==> config.mk <==
export PLATFORM = sky130hd
export DESIGN_NAME = example_peripheral_core
export DESIGN_NICKNAME = d
export VERILOG_FILES = /design/src/rtl/example_peripheral_pkg.sv /design/src/rtl/example_peripheral_core_sync_fifo.sv /design/src/rtl/example_peripheral_core.sv
export SDC_FILE = /design/constraint.sdc
export NUM_CORES = 1
export LEC_CHECK = 0
export ABC_AREA = 0
export BUFFER_PORTS_ARGS = -buffer_cell sky130_fd_sc_hd__clkbuf_2
export CAP_MARGIN = 0
export CORE_UTILIZATION = 55
export DETAILED_ROUTE_END_ITERATION = 8
export HOLD_SLACK_MARGIN = 0.15
export PLACE_DENSITY = 0.75
export SYNTH_ARGS = -nofsm -noshare
export SYNTH_HDL_FRONTEND = slang
export SYNTH_SLANG_ARGS = --single-unit
export TNS_END_PERCENT = 50
==> constraint.sdc <==
create_clock -name clk -period 7.2 [get_ports clk]
set_clock_uncertainty 0.2 [all_clocks]
set_input_delay 1.44 -clock clk [delete_from_list [all_inputs] [get_ports clk]]
set_output_delay 1.44 -clock clk [all_outputs]
set_load 0.05 [all_outputs]
==> src/rtl/example_peripheral_pkg.sv <==
`default_nettype none
// ============================================================================
// Module      : example_peripheral_pkg
// Description : Shared widths, defaults and config type for the peripheral core.
// Revision    : 1.0 - initial release
// ============================================================================
package example_peripheral_pkg;

    localparam int COUNT_W            = 32;
    localparam int FIFO_DATA_W        = 8;
    localparam int WORD_COUNT_W       = 8;
    localparam int DEFAULT_FIFO_DEPTH = 16;
    localparam logic [COUNT_W-1:0] DEFAULT_LT_THRESHOLD = 32'd1000;

    typedef struct packed {
        logic en;
        logic dir;
        logic ire;
    } cfg_t;

    // True when one more step in direction dir crosses the 0 / all-ones boundary.
    function automatic logic is_wrap_point(input logic [COUNT_W-1:0] value, input logic dir);
        return dir ? (&value) : ~(|value);
    endfunction

endpackage
`default_nettype wire

==> src/rtl/example_peripheral_core_sync_fifo.sv <==
`default_nettype none
// ============================================================================
// Module      : sync_fifo
// Description : Single-clock first-word-fall-through FIFO; drops pushes when
//               full, ignores pops when empty.
// Revision    : 1.0 - initial release
// ============================================================================
module sync_fifo #(
    parameter int DEPTH = 16,
    parameter int WIDTH = 8,
    localparam int PTR_W = $clog2(DEPTH)
) (
    input  logic             clk,
    input  logic             reset,
    input  logic             we,
    input  logic             re,
    input  logic [WIDTH-1:0] wdata,
    output logic [WIDTH-1:0] rdata,
    output logic             empty,
    output logic             full,
    output logic [PTR_W:0]   count
);

    logic [WIDTH-1:0] r_mem [DEPTH];
    logic [PTR_W-1:0] r_wr_ptr;
    logic [PTR_W-1:0] r_rd_ptr;
    logic [PTR_W:0]   r_count;
    logic             w_do_push;
    logic             w_do_pop;

    assign empty = (r_count == '0);
    assign full  = (r_count == (PTR_W+1)'(DEPTH));
    assign count = r_count;
    assign rdata = empty ? '0 : r_mem[r_rd_ptr];

    // A pop frees the slot that a same-cycle push into a full FIFO needs.
    assign w_do_pop  = re && !empty;
    assign w_do_push = we && (!full || w_do_pop);

    always_ff @(posedge clk) begin
        if (w_do_push) begin
            r_mem[r_wr_ptr] <= wdata;
        end
    end

    always_ff @(posedge clk or posedge reset) begin
        if (reset) begin
            r_wr_ptr <= '0;
            r_rd_ptr <= '0;
            r_count  <= '0;
        end else begin
            if (w_do_push) begin
                r_wr_ptr <= r_wr_ptr + 1'b1;
            end
            if (w_do_pop) begin
                r_rd_ptr <= r_rd_ptr + 1'b1;
            end
            case ({w_do_push, w_do_pop})
                2'b10:   r_count <= r_count + 1'b1;
                2'b01:   r_count <= r_count - 1'b1;
                default: r_count <= r_count;
            endcase
        end
    end

endmodule
`default_nettype wire

==> src/rtl/example_peripheral_core.sv <==
`default_nettype none
// ============================================================================
// Module      : example_peripheral_core
// Description : Up/down counter with config, lt_1k status, wrap interrupt and
//               an 8-bit FWFT FIFO behind a register decoder.
// Revision    : 1.0 - initial release
// ============================================================================
module example_peripheral_core
    import example_peripheral_pkg::*;
#(
    parameter int                 FIFO_DEPTH   = DEFAULT_FIFO_DEPTH,
    parameter logic [COUNT_W-1:0] LT_THRESHOLD = DEFAULT_LT_THRESHOLD
) (
    input  logic                    clk,
    input  logic                    reset,
    input  logic                    count_we,
    input  logic                    config_we,
    input  logic                    fifo_we,
    input  logic                    fifo_re,
    input  logic [COUNT_W-1:0]      count_in,
    input  logic                    en_in,
    input  logic                    dir_in,
    input  logic                    ire_in,
    input  logic [FIFO_DATA_W-1:0]  fifo_data_in,
    output logic [COUNT_W-1:0]      count_out,
    output logic                    en_out,
    output logic                    dir_out,
    output logic                    ire_out,
    output logic                    lt_1k_out,
    output logic                    fifo_empty,
    output logic                    fifo_full,
    output logic [WORD_COUNT_W-1:0] fifo_word_count,
    output logic [FIFO_DATA_W-1:0]  fifo_data_out,
    output logic                    irq_out
);

    localparam int PTR_W = $clog2(FIFO_DEPTH);

    cfg_t               r_cfg;
    logic [COUNT_W-1:0] r_count;
    logic               r_irq;
    logic               w_step;
    logic               w_wrap;
    logic [PTR_W:0]     w_fifo_count;

    assign count_out = r_count;
    assign en_out    = r_cfg.en;
    assign dir_out   = r_cfg.dir;
    assign ire_out   = r_cfg.ire;
    assign irq_out   = r_irq;
    assign lt_1k_out = (r_count < LT_THRESHOLD);

    // Loads take priority over stepping and never count as a wrap.
    assign w_step = r_cfg.en && !count_we;
    assign w_wrap = w_step && is_wrap_point(r_count, r_cfg.dir);

    always_ff @(posedge clk or posedge reset) begin
        if (reset) begin
            r_count <= '0;
        end else if (count_we) begin
            r_count <= count_in;
        end else if (w_step) begin
            r_count <= r_cfg.dir ? (r_count + 32'd1) : (r_count - 32'd1);
        end
    end

    always_ff @(posedge clk or posedge reset) begin
        if (reset) begin
            r_cfg <= '0;
        end else if (config_we) begin
            r_cfg <= '{en: en_in, dir: dir_in, ire: ire_in};
        end
    end

    always_ff @(posedge clk or posedge reset) begin
        if (reset) begin
            r_irq <= 1'b0;
        end else begin
            r_irq <= w_wrap && r_cfg.ire;
        end
    end

    sync_fifo #(
        .DEPTH (FIFO_DEPTH),
        .WIDTH (FIFO_DATA_W)
    ) u_fifo (
        .clk   (clk),
        .reset (reset),
        .we    (fifo_we),
        .re    (fifo_re),
        .wdata (fifo_data_in),
        .rdata (fifo_data_out),
        .empty (fifo_empty),
        .full  (fifo_full),
        .count (w_fifo_count)
    );

    assign fifo_word_count = WORD_COUNT_W'(w_fifo_count);

endmodule
`default_nettype wire

### Word-level counts from Yosys, hierarchy flattened

Memories as Yosys holds them, arrays and structs flattened.
Index checks and enable logic that the tools add are counted.

* flip-flop bits (word level): 49
* RAM bits: 128
* logic and storage cells: 42
* memories kept: 1

* add/subtract/negate cells: 6
* magnitude comparators: 1
* equal/unequal tests: 3
* multiplexer cells: 8
* bitwise gates (word level): 1
* reduce and logical (&&, ||, !) cells: 14

Memories
* u_fifo.r_mem: depth 16, width 8, read ports 1, clocked after memory_dff 0, write ports 1, line example_peripheral_core_sync_fifo.sv:24 `logic [WIDTH-1:0] r_mem [DEPTH];`

Operator list (count)
* $mux W32: 3
* $add A32 B1 Y32 const B: 1
* $lt A32 B10 Y1 const B: 1
* $reduce_and A32 Y1: 1
* $reduce_or A32 Y1: 1
* $sub A32 B1 Y32 const B: 1
* $pmux W5 S2: 1
* $add A4 B1 Y4 const B: 2
* $mux W8: 1
* $add A5 B1 Y5 const B: 1
* $eq A5 B5 Y1 const B: 1
* $logic_and A1 B1 Y1: 5
* $logic_not A5 Y1: 1
* $sub A5 B1 Y5 const B: 1
* $reduce_bool A2 Y1: 2
* $logic_not A1 Y1: 3
* $mux W1: 3
* $eq A2 B1 Y1 const B: 1
* $eq A2 B2 Y1 const B: 1
* $logic_or A1 B1 Y1: 1
* $not A1 Y1: 1

### Depth between registers and ports, before layout

* depth in word-level cells: 7
* depth in mapped cells: 13
* mapped depth without buffers: 13

### Hierarchy

A second synthesis with hierarchy kept.

* cells, all modules: 743
* area, all modules: 9356.5 sq um

Modules (own cells, without submodules)
* sync_fifo: instances 1, cells an instance 306, area each 5846.9 sq um, seq. area each 4169.0 sq um
* example_peripheral_core: instances 1, cells an instance 437, area each 3509.6 sq um, seq. area each 900.9 sq um

### Worst setup path before layout

OpenSTA, ideal clock, no wires.

* path kind: flip-flop to output port
* start point: register u_fifo.r_count[0], in the netlist u_fifo.count[0]
* end point: output fifo_data_out[0]
* data arrival time: 2.662 ns
* slack: 2.898 ns
* cell stages (with the launch flop): 4
* cell sequence: dfrtp_1 -> or4_1 -> nor2_1 -> nor2b_1

* longest elaborated chain between the ends: 2

Ends and longest elaborated chain
* start, declared: line example_peripheral_core_sync_fifo.sv:27 `logic [PTR_W:0] r_count;`
* start signal, assigned: line example_peripheral_core_sync_fifo.sv:59 `2'b10: r_count <= r_count + 1'b1;`
* start signal, assigned: line example_peripheral_core_sync_fifo.sv:60 `2'b01: r_count <= r_count - 1'b1;`
* start signal, assigned: line example_peripheral_core_sync_fifo.sv:61 `default: r_count <= r_count;`
* $logic_not A5 Y1: line example_peripheral_core_sync_fifo.sv:31 `assign empty = (r_count == '0);`
* net fifo_empty: line example_peripheral_core.sv:30 `output logic fifo_empty,`
* $mux W8: line example_peripheral_core_sync_fifo.sv:34 `assign rdata = empty ? '0 : r_mem[r_rd_ptr];`
* end, declared: line example_peripheral_core.sv:33 `output logic [FIFO_DATA_W-1:0] fifo_data_out,`

The timed path passes the listed nets, and every way through them passes these cells.

### Final worst setup path

* start point: register u_fifo.r_rd_ptr[0]
* end point: output fifo_data_out[0]

* longest elaborated chain between the ends: 2

Ends and longest elaborated chain
* start, declared: line example_peripheral_core_sync_fifo.sv:26 `logic [PTR_W-1:0] r_rd_ptr;`
* start signal, assigned: line example_peripheral_core_sync_fifo.sv:56 `r_rd_ptr <= r_rd_ptr + 1'b1;`
* $mem_v2 Z16 W8
* $mux W8: line example_peripheral_core_sync_fifo.sv:34

Every way passes these cells.

==> summary.txt <==
Max-Cap Viols: 0
WL/cell: 21.7 um
# rows: 46
core area: 15900 sq um
Detailed Route WL: 22.0 mm
fin crit share: 66.6%
Ant. Diodes: 0
clock-pin transition on the worst setup and hold timing paths: 70 ps
nets: 874
die span in x: 130 um
RePlAce Congestion: 0.883
CP Launch Type: register
post-CTS setup buffers: 0
critical path endpoint category: primary output
Via density: 6.23
FF-to-FF path depth: 11
CTS tree: built
worst r2r src: dir_out$_DFFE_PP0P_
Slew HR: 19.4%
Max Buffers Root-to-Sink: 2
H-Tree Depth: 4
hold_buf cts: 0
TritonCTS Buffers: 17
PortBufs: 100
# setup viols final: 0
critical path's most frequent cell: mux4_2
Starting Density: 56.6%
Final Critical Period: 4800 ps
Tightest Pin Transition: 1200 ps
Power Dens Cells: 388 nW/um^2
CP max stage delay: 1120 ps
FFs w/ async S/R, synth: 27.7%
VDD IR max: 0.302 mV
Routed Antenna Nets: 0
GR Overflow Total: 0
final hold violations: 0
Root Buffer: clkbuf_16
chip height: 130 um
fin. max-slew vios: 0
WP data required: 5560 ps
status: finished, final reports clean
critical path's slowest cell: dfrtp_2
reg-to-reg slack, setup: 3130 ps
worst path cell trace: mux4_2, mux4_2, nor2b_1, clkbuf_2
vias post-DR: 6317
Hold Crit Class: reg2reg
critical path arrival: 3160 ps
IO Count: 104
mapped cell area: 9030 sq um
hold path endpoint: irq_out$_DFF_PP0_
Area Overhead vs Synth: 13.9%
WHS Path Cells: 2
Min Hold Slack: 328 ps
sequential area share after synthesis: 56.2%
worst hold start: ire_out$_DFFE_PP0P_
commonest cells after routing, fill and taps aside: edfxtp_1, clkbuf_2, nand2_1
first-pass GRT wire length: 33.5 mm
Starting DRT DRC Count: 531
Fin Setup TNS: 0 ps
Leak: 3.99 nW
FMAX: 208 MHz
area of the die: 16900 sq um
initial antenna violation count: 0
Setup CP Type: reg2out
gr usage total: 27.5%
vias in the first global route: 6229
Post-synth EDFFs: 128
largest net degree at the start of global routing: 50
Synth Flop Type: edfxtp_1
Yosys reg bits: 177
Worst-Skew Late Latency: 430 ps
Distinct cells, synth: 59
First-pass DRT Iterations: 7
RSZ-0062 raised after global routing: no
layout cells sized above 1: 23.8%
Post-route DRC: 0
crit-path max FO: 35
R2R Path End: count_out[31]$_DFFE_PP0P_
Syn Inst Count: 695
dpl hpwl: 14.5 mm
commonest non-fill, non-tap cell in the layout: edfxtp_1
clk sinks: 177
post-CTS sizing: 0
synthesized area per cell: 13.0 sq um
Synth Warn #: 0
## critical path, delay by kind of cell (launching register included)
kind	cells	cell delay, ps
and+or+nand+nor	1	170
muxes	2	1120
DFF	1	1120
buffers and inverters	1	300
## layout make-up
cell class                      count  area (sq um)
Fill cell                        1175          5660
Clock inverter                     15           151
Tap cell                          216           270
Inverter                           17          63.8
Timing Repair Buffer              102           515
Clock buffer                       17           425
Multi-Input combinational cell    470          3780
Sequential cell                   177          5070
## how the worst max path moves through the flow
stage	startpoint	end
floorplan	u_fifo.count[0]$_DFFE_PP0P_	fifo_data_out[0]
global placement	u_fifo.r_rd_ptr[0]$_DFFE_PP0N_	fifo_data_out[4]
detailed placement	u_fifo.r_rd_ptr[0]$_DFFE_PP0N_	fifo_data_out[0]
CTS	u_fifo.r_rd_ptr[0]$_DFFE_PP0N_	fifo_data_out[0]
global route	u_fifo.r_rd_ptr[0]$_DFFE_PP0N_	fifo_data_out[4]
finish	u_fifo.r_rd_ptr[0]$_DFFE_PP0N_	fifo_data_out[0]
## registers in the layout, indices dropped and copies added, names as in the netlist
| register | flops |
|---|---|
| ire_out | 1 |
| u_fifo.r_rd_ptr | 4 |
| dir_out | 1 |
| u_fifo.r_wr_ptr | 4 |
| irq_out | 1 |
| u_fifo.r_mem | 128 |
| u_fifo.count | 5 |
| count_out | 32 |
| en_out | 1 |
## stage by stage
step           setup slack (ps)  total power [mW]  instances  util, %  instance area [sq um]
2_1_floorplan              2900              2.70        697        -                   9040
3_3_place_gp               2930              3.03        982     60.9                   9700
3_5_place_dp               2810              3.09        982     60.9                   9700
4_1_cts                    2350              3.99       1014     64.5                  10300
5_1_grt                    2220              4.18       1014     64.5                  10300
6_report                   2400              3.98       1014     64.5                  10300
## synthesized netlist by cell type (all sizes together), types with 12 or more instances
cell type	count	area, sq um
nand4	19	119
o21ai	35	179
ha	38	475
a21oi	53	280
xnor2	24	210
nor2	47	176
inv	17	63.8
mux4	40	901
dfrtp	49	1230
nand2	54	203
clkbuf	22	82.6
edfxtp	128	3840
nor2b	12	82.6
a21o	20	158
## power breakdown
group | switching (mW) | internal [mW] | leakage [nW]
combinational | 0.987 | 0.641 | 1.98
sequential | 0.223 | 1.24 | 1.74
clock | 0.429 | 0.460 | 0.273
total | 1.64 | 2.35 | 3.99
## cells by family (layout without fill, tap and decap cells)
| kind of cell | after synthesis | after routing | synth area share (%) |
|---|---|---|---|
| mux | 56 | 56 | 11.8 |
| flops | 177 | 177 | 56.2 |
| fa+ha+maj | 40 | 40 | 5.71 |
| buf+inv | 50 | 151 | 2.24 |
| compound gates | 152 | 152 | 10.9 |
| xor+xnor | 31 | 31 | 3.01 |
| other cells | 1 | 3 | 0.0415 |
| simple gates | 188 | 188 | 10.1 |
## per-layer routing
metal / global-route usage [%] / share of wire, %
met5: 0 / 0
met4: 13.3 / 3.3
met3: 4.10 / 7.0
met2: 48.3 / 51
met1: 33.1 / 38
Note: power is estimated with default switching activity, not from simulation.
